**src/rtl/vga_pkg.sv**
```systemverilog
// Shared VGA constants, RGB payload type and sync-level helper for the display pipeline.
package vga_pkg;

  // 640x480 @ 60 Hz timing, in pixels / lines
  localparam int unsigned H_DISPLAY = 640;
  localparam int unsigned H_FRONT   = 16;
  localparam int unsigned H_SYNC    = 96;
  localparam int unsigned H_BACK    = 48;
  localparam int unsigned H_TOTAL   = H_DISPLAY + H_FRONT + H_SYNC + H_BACK;
  localparam int unsigned V_DISPLAY = 480;
  localparam int unsigned V_FRONT   = 10;
  localparam int unsigned V_SYNC    = 2;
  localparam int unsigned V_BACK    = 33;
  localparam int unsigned V_TOTAL   = V_DISPLAY + V_FRONT + V_SYNC + V_BACK;

  localparam int unsigned COLOR_W_DEF = 12;
  localparam int unsigned CH_W_DEF    = COLOR_W_DEF / 3;

  typedef struct packed {
    logic [CH_W_DEF-1:0] r;
    logic [CH_W_DEF-1:0] g;
    logic [CH_W_DEF-1:0] b;
  } rgb_t;

  // Internal sync levels are always active-high
  localparam logic SYNC_ASSERT = 1'b1;
  localparam logic SYNC_IDLE   = 1'b0;

  function automatic logic sync_level(input logic active, input bit active_low);
    return active ^ active_low;
  endfunction

endpackage

```
**src/rtl/tick_delay_line.sv**
```systemverilog
// WIDTH x DEPTH shift register advanced by an enable; DEPTH = 0 degenerates to a wire.
module tick_delay_line #(
  parameter int unsigned WIDTH = 1,
  parameter int unsigned DEPTH = 1
) (
  input  logic             clk,
  input  logic             reset,
  input  logic             en,
  input  logic [WIDTH-1:0] d,
  output logic [WIDTH-1:0] q
);

  if (DEPTH == 0) begin : g_wire
    logic unused_ok;
    assign unused_ok = ^{clk, reset, en};
    assign q = d;
  end else begin : g_sr
    logic [WIDTH-1:0] stage [DEPTH];

    always_ff @(posedge clk or negedge reset) begin
      if (!reset) begin
        for (int unsigned i = 0; i < DEPTH; i++) stage[i] <= '0;
      end else if (en) begin
        stage[0] <= d;
        for (int unsigned i = 1; i < DEPTH; i++) stage[i] <= stage[i-1];
      end
    end

    assign q = stage[DEPTH-1];
  end

endmodule

```
**src/rtl/vga_out_stage.sv**
```systemverilog
// Pixel output stage: aligns sync/video_on with pixel-generator latency, blanks, sets sync
// polarity, counts frames. Optional colour-bar generator under VGA_OUT_TEST_PAT_EN.
module vga_out_stage
  import vga_pkg::*;
#(
  parameter int unsigned COLOR_W         = COLOR_W_DEF,
  parameter int unsigned PIX_LAT         = 1,
  parameter bit          SYNC_ACTIVE_LOW = 1'b1,
  parameter int unsigned FRAME_W         = 8
) (
  input  logic               clk,
  input  logic               reset,
  input  logic               p_tick,
`ifdef VGA_OUT_TEST_PAT_EN
  input  logic               test_en,
`endif
  input  logic               video_on_in,
  input  logic               hsync_in,
  input  logic               vsync_in,
  input  logic [COLOR_W-1:0] rgb_in,
  output logic [COLOR_W-1:0] rgb_out,
  output logic               hsync,
  output logic               vsync,
  output logic [FRAME_W-1:0] frame_cnt,
  output logic               frame_start
);

  logic [2:0]         ctl_d;
  logic               video_on_d;
  logic               hsync_d;
  logic               vsync_d;
  logic               vsync_prev;
  logic [COLOR_W-1:0] rgb_sel_c;

  tick_delay_line #(
    .WIDTH (3),
    .DEPTH (PIX_LAT)
  ) u_ctl_dly (
    .clk   (clk),
    .reset (reset),
    .en    (p_tick),
    .d     ({video_on_in, hsync_in, vsync_in}),
    .q     (ctl_d)
  );

  assign {video_on_d, hsync_d, vsync_d} = ctl_d;

`ifdef VGA_OUT_TEST_PAT_EN
  localparam int unsigned CH_W = COLOR_W / 3;

  logic [9:0] act_cnt;
  logic [2:0] bar_c;

  // Position within the active run; restarts at every blanking tick
  always_ff @(posedge clk or negedge reset) begin
    if (!reset) begin
      act_cnt <= '0;
    end else if (p_tick) begin
      act_cnt <= video_on_d ? act_cnt + 10'(1) : '0;
    end
  end

  assign bar_c     = act_cnt[9:7];
  assign rgb_sel_c = test_en ? {{CH_W{bar_c[2]}}, {CH_W{bar_c[1]}}, {CH_W{bar_c[0]}}}
                             : rgb_in;
`else
  assign rgb_sel_c = rgb_in;
`endif

  // Output register; frame_start is the only state that moves without p_tick
  always_ff @(posedge clk or negedge reset) begin
    if (!reset) begin
      rgb_out     <= '0;
      hsync       <= sync_level(SYNC_IDLE, SYNC_ACTIVE_LOW);
      vsync       <= sync_level(SYNC_IDLE, SYNC_ACTIVE_LOW);
      vsync_prev  <= SYNC_IDLE;
      frame_cnt   <= '0;
      frame_start <= 1'b0;
    end else begin
      frame_start <= 1'b0;
      if (p_tick) begin
        rgb_out    <= video_on_d ? rgb_sel_c : '0;
        hsync      <= sync_level(hsync_d, SYNC_ACTIVE_LOW);
        vsync      <= sync_level(vsync_d, SYNC_ACTIVE_LOW);
        vsync_prev <= vsync_d;
        if (vsync_d && !vsync_prev) begin
          frame_cnt   <= frame_cnt + FRAME_W'(1);
          frame_start <= 1'b1;
        end
      end
    end
  end

endmodule

```
**config.mk**
```make
export PLATFORM = sky130hd
export DESIGN_NAME = vga_out_stage
export DESIGN_NICKNAME = d
export VERILOG_FILES = /design/src/rtl/vga_pkg.sv /design/src/rtl/tick_delay_line.sv /design/src/rtl/vga_out_stage.sv
export SDC_FILE = /design/constraint.sdc
export NUM_CORES = 1
export LEC_CHECK = 0
export ABC_CLOCK_PERIOD_IN_PS = 1400
export CAP_MARGIN = 5
export CORE_MARGIN = 3
export CORE_UTILIZATION = 43
export CTS_CLUSTER_DIAMETER = 60
export DETAILED_ROUTE_END_ITERATION = 8
export HOLD_SLACK_MARGIN = 0.03
export PLACE_DENSITY_LB_ADDON = 0.3
export SETUP_SLACK_MARGIN = 0.5
export SYNTH_ARGS = -nofsm -noshare
export SYNTH_HDL_FRONTEND = slang
export SYNTH_SLANG_ARGS = --single-unit
export TNS_END_PERCENT = 1
```
**constraint.sdc**
```tcl
create_clock -name clk -period 1.4 [get_ports clk]
set_input_delay 0.21 -clock clk [delete_from_list [all_inputs] [get_ports clk]]
set_output_delay 0.21 -clock clk [all_outputs]
set_load 0.01 [all_outputs]
```
Yosys cells after proc, flatten, opt, wreduce, memory -nomap -nowiden:

Index checks and enable logic that the tools add are counted.

* bits in registers: 27
* output and inout port bits: 23
* logic and storage cells: 16

* add/subtract/negate cells: 1
* muxes and demuxes: 3
* bitwise operators: 2
* reduce and logical (&&, ||, !) cells: 3

Operators by type and width (count)
* two-way mux 12 bit: 1
* adder 8 x 1 -> 8 bit (second input constant): 1
* two-way mux 1 bit: 2
* NOT 1 bit: 2
* AND reduction 2 bit: 1
* logical AND 1 bit: 1
* zero test 1 bit: 1

Depth between registers and ports, before layout:

* word-level depth: 4
* gate-level depth with buffers: 4
* mapped depth without buffers: 4

By module:

A second synthesis with hierarchy kept.

* cells, all modules: 95
* area, all modules: 1096.1 um^2

By module, submodules not included
* vga_out_stage: instances 1, cells each 89, area an instance 987.2 um^2
* tick_delay_line: instances 1, cells each 6, area an instance 108.9 um^2

Worst setup path before layout:

Ideal clock, no wire load.

* path kind: register to register
* from: register vsync_prev
* to: register frame_cnt[7]
* library setup time: 0.079 ns
* data arrival time: 1.054 ns
* data required time: 1.321 ns
* path slack: 0.267 ns
* cell stages (with the launch flop): 4
* period minus slack after synthesis: 1.133 ns
* path through: dfrtp_1 > nand3b_2 > nor4_2 > xor2_1

* longest elaborated chain between the ends: 3

RTL lines
* from (decl): line vga_out_stage.sv:32 `logic vsync_prev;`
* from (signal assigned): line vga_out_stage.sv:85 `vsync_prev <= vsync_d;`
* zero test 1 bit: line vga_out_stage.sv:86 `if (vsync_d && !vsync_prev) begin`
* logical AND 1 bit: line vga_out_stage.sv:86
* AND reduction 2 bit (no line)
* to (signal assigned): line vga_out_stage.sv:87 `frame_cnt <= frame_cnt + FRAME_W'(1);`
* to (decl): line vga_out_stage.sv:24 `output logic [FRAME_W-1:0] frame_cnt,`

Every way passes these cells.
A chain may end at the register's enable or synchronous reset.

Worst setup path in the final report:

* from: register frame_cnt[3]
* to: register frame_cnt[7]

* longest elaborated chain between the ends: 1

RTL lines (line)
* adder 8 x 1 -> 8 bit: vga_out_stage.sv:87

Every way passes these cells.

==> flow_summary_export.csv <==
group,metric,value,unit
layout,drive_gt1_frac,0.218,
yosys,avgSynthCellArea,11.2,sq um
yosys,ys_types,20,
floorplan,fp.dieH,56.5,um
sta,rsz0062_at_grt,"yes",
floorplan,core_area,2320,sq um
cts,cts.path.max_buffers,2,
setup_path,cp-start-kind,"flop",
global_route,grt_pass1_wl,4.13,mm
setup_path,cp-end-kind,"flop",
setup_path,cp.arrival,1480,ps
sta,tns,0,ps
setup_path,critPathMaxStageDelay,390,ps
sta,min_period_over_period,0.880,
routing,antenna_left,0,
min_path,hp-class,"input port to asynchronous set/reset pin",
cts,cts_made_buffers,3,
setup_path,cp.required,1650,ps
global_route,grt_remaining_overflow,0,
power_and_ir_drop,peakVddDrop,0.872,mV
setup_path,path_cells,"buf_4 > nand4_1 > nor4_2 > xor2_1",
cts,htreeDepth,1,
yosys,ys_ff_latch,27,
global_route,antenna_found_initial,0,
layout,antenna_cells,0,
layout,fillers,167,
layout,area_delta_synth_final,54.4,%
cts,path_clk_slew,140,ps
flow_run,drv_cap,0,
yosys,syn-num-nets,117,
cts,numClockSinks,27,
global_route,grt_pass1_vias,890,
routing,num_vias,883,
place,routabilityCongestion,0.733,
cts,clkLatencyLatePin,310,ps
sta,finalHoldViolCount,0,
power_and_ir_drop,p_leak,0.808,nW
layout,layout.cells.non_filler,184,
yosys,syn_area,1100,sq um
sta,max_freq,812,MHz
sta,finalClockSkew,5.49,ps
yosys,yosysTopAreaCellShare,0.570,
sta,slew_violations,0,
floorplan,die_x,56.5,um
sta,tightest_slew,398,ps
setup_path,crit_type,"flop to flop",
global_route,grt_start_max_net_pins,28,
routing,drt-total-wl,2.43,mm
routing,wl_per_cell,13.2,um
sta,min_period,1230,ps
yosys,seq_area_frac_synth,0.618,
routing,drc,0,
floorplan,start_util,0.473,
place,dpl.cell_count,167,
global_route,grt_usage,0.165,
sta,max_slew_margin,0.735,
yosys,yosysWarnings,0,
routing,first_pass_iters,4,
layout,post-route-util,0.731,
floorplan,die_area,3190,sq um
yosys,synth.area.top_cells,"dfrtp_1, nand3_1, inv_1",
yosys,synth_area_leader_cell,"dfrtp_1",
cts,clock-root-buffer,"clkbuf_4",
cts,cts_tree,"built",
cts,hold_buffers,0,
floorplan,std_cell_rows,17,
place,portBuffers,40,
yosys,netlist_instances,98,
floorplan,io_pins,41,
status,run_status,"complete, no violations",
setup_path,path_max_fanout,4,
setup_path,slowest_stage,"dfrtp_1",
routing,avgViaCountPerCell,4.80,
sta,finalSetupViolCount,0,
power_and_ir_drop,power-per-cell-area,1190,nW/um^2
routing,first_iter_violations,18,
layout,nNetsFinal,176,
place,place_hpwl,1.63,mm
## critical path, delay by kind of cell, from the launching register on
family / cells / cell delay, ps
simple gates: 2 / 480
buf+inv: 1 / 140
flops: 1 / 390
xor+xnor: 1 / 170
## placed cells by master, fill, tap and decap left out, drive strengths merged
| cell | Yosys | final |
|---|---|---|
| xnor2 | 3 | 3 |
| inv | 17 | 17 |
| xor2 | 4 | 4 |
| clkdlybuf4s50 | 0 | 17 |
| mux2i | 2 | 2 |
| ha | 1 | 1 |
| dfrtp | 25 | 25 |
| o21ai | 12 | 12 |
| nand2 | 2 | 2 |
| nand3b | 1 | 1 |
| nor4 | 1 | 1 |
| nand4b | 1 | 1 |
| dfstp | 2 | 2 |
| nand4 | 1 | 1 |
| nor3 | 2 | 2 |
| mux2 | 5 | 5 |
| buf | 2 | 21 |
| clkbuf | 2 | 4 |
| nand3 | 13 | 13 |
| clkdlybuf4s15 | 0 | 20 |
| nor2 | 2 | 2 |
## area by class of cell
type | instances | area [sq um] | share of cell area
Clock buffer | 4 | 26.3 | 0.0155
Inverter | 17 | 63.8 | 0.0377
Multi-Input combinational cell | 50 | 339 | 0.200
Sequential cell | 27 | 679 | 0.401
Tap cell | 28 | 35.0 | 0.0207
Timing Repair Buffer | 58 | 551 | 0.325
## timing repair
item / 4_1_cts / 5_1_grt
resized for setup: 54 / 2
pin swaps: 2 / 3
setup endpoints to repair: 47 / 48
gates cloned: 0 / 0
buffers inserted: 11 / 2
## logic make-up (layout without fill, tap and decap cells)
| logic type | Yosys count | after routing | share of synthesized area |
|---|---|---|---|
| flip-flops | 27 | 27 | 0.618 |
| multiplexers | 7 | 7 | 0.0696 |
| adder cells (fa/ha/maj) | 1 | 1 | 0.0114 |
| buffers and inverters | 21 | 79 | 0.0730 |
| AO/OA/AOI/OAI | 12 | 12 | 0.0547 |
| AND/OR/NAND/NOR | 23 | 23 | 0.117 |
| XOR/XNOR | 7 | 7 | 0.0559 |
## path summary, 6_finish.rpt
check | from | end | slack (ps) | cells after the start
max in group asynchronous | reset | hsync | 850 | 2
worst min register to register | u_ctl_dly.q[1] | hsync | 440 | 1
worst max register to register | frame_cnt[3] | frame_cnt[7] | 170 | 4
min in group clk | u_ctl_dly.q[1] | hsync | 440 | 1
worst max-delay path | frame_cnt[3] | frame_cnt[7] | 170 | 4
worst min-delay path | reset | rgb_out[1] | 250 | 2
## layer usage
metal / global-route usage / routed length (um) / share of wire
met5: 0 / 0 / 0
met2: 0.269 / 1220 / 0.50
met1: 0.217 / 1070 / 0.44
met3: 0.0253 / 118 / 0.049
met4: 0.0678 / 21 / 0.0086
## synthesized netlist by cell type, drive strengths merged
cell    count
nor3        2
nor4        1
nor2        2
xnor2       3
nand4       1
xor2        4
dfstp       2
nand3b      1
nand3      13
clkbuf      2
inv        17
o21ai      12
nand4b      1
buf         2
dfrtp      25
mux2i       2
nand2       2
ha          1
mux2        5
## sequential cells by signal (all words and copies together) (netlist names)
| name | cells |
|---|---|
| vsync_prev | 1 |
| frame_cnt | 8 |
| vsync | 1 |
| u_ctl_dly.q | 3 |
| frame_start | 1 |
| hsync | 1 |
| rgb_out | 12 |
## metrics by stage
step	setup WS, ps	area (sq um)	hold WS [ps]	power, mW
3_5_place_dp	-23.4	1570	429	1.62
2_1_floorplan	317	1100	-85.6	1.26
3_3_place_gp	21.0	1570	420	1.60
6_report	168	1690	254	2.02
4_1_cts	202	1670	259	2.00
5_1_grt	38.0	1690	277	2.15
## power breakdown
group	switching, mW	internal, mW
registers	0.0945	0.913
clock network	0.213	0.111
logic	0.291	0.399
total	0.599	1.42
Note: power is estimated with default switching activity, not from simulation.
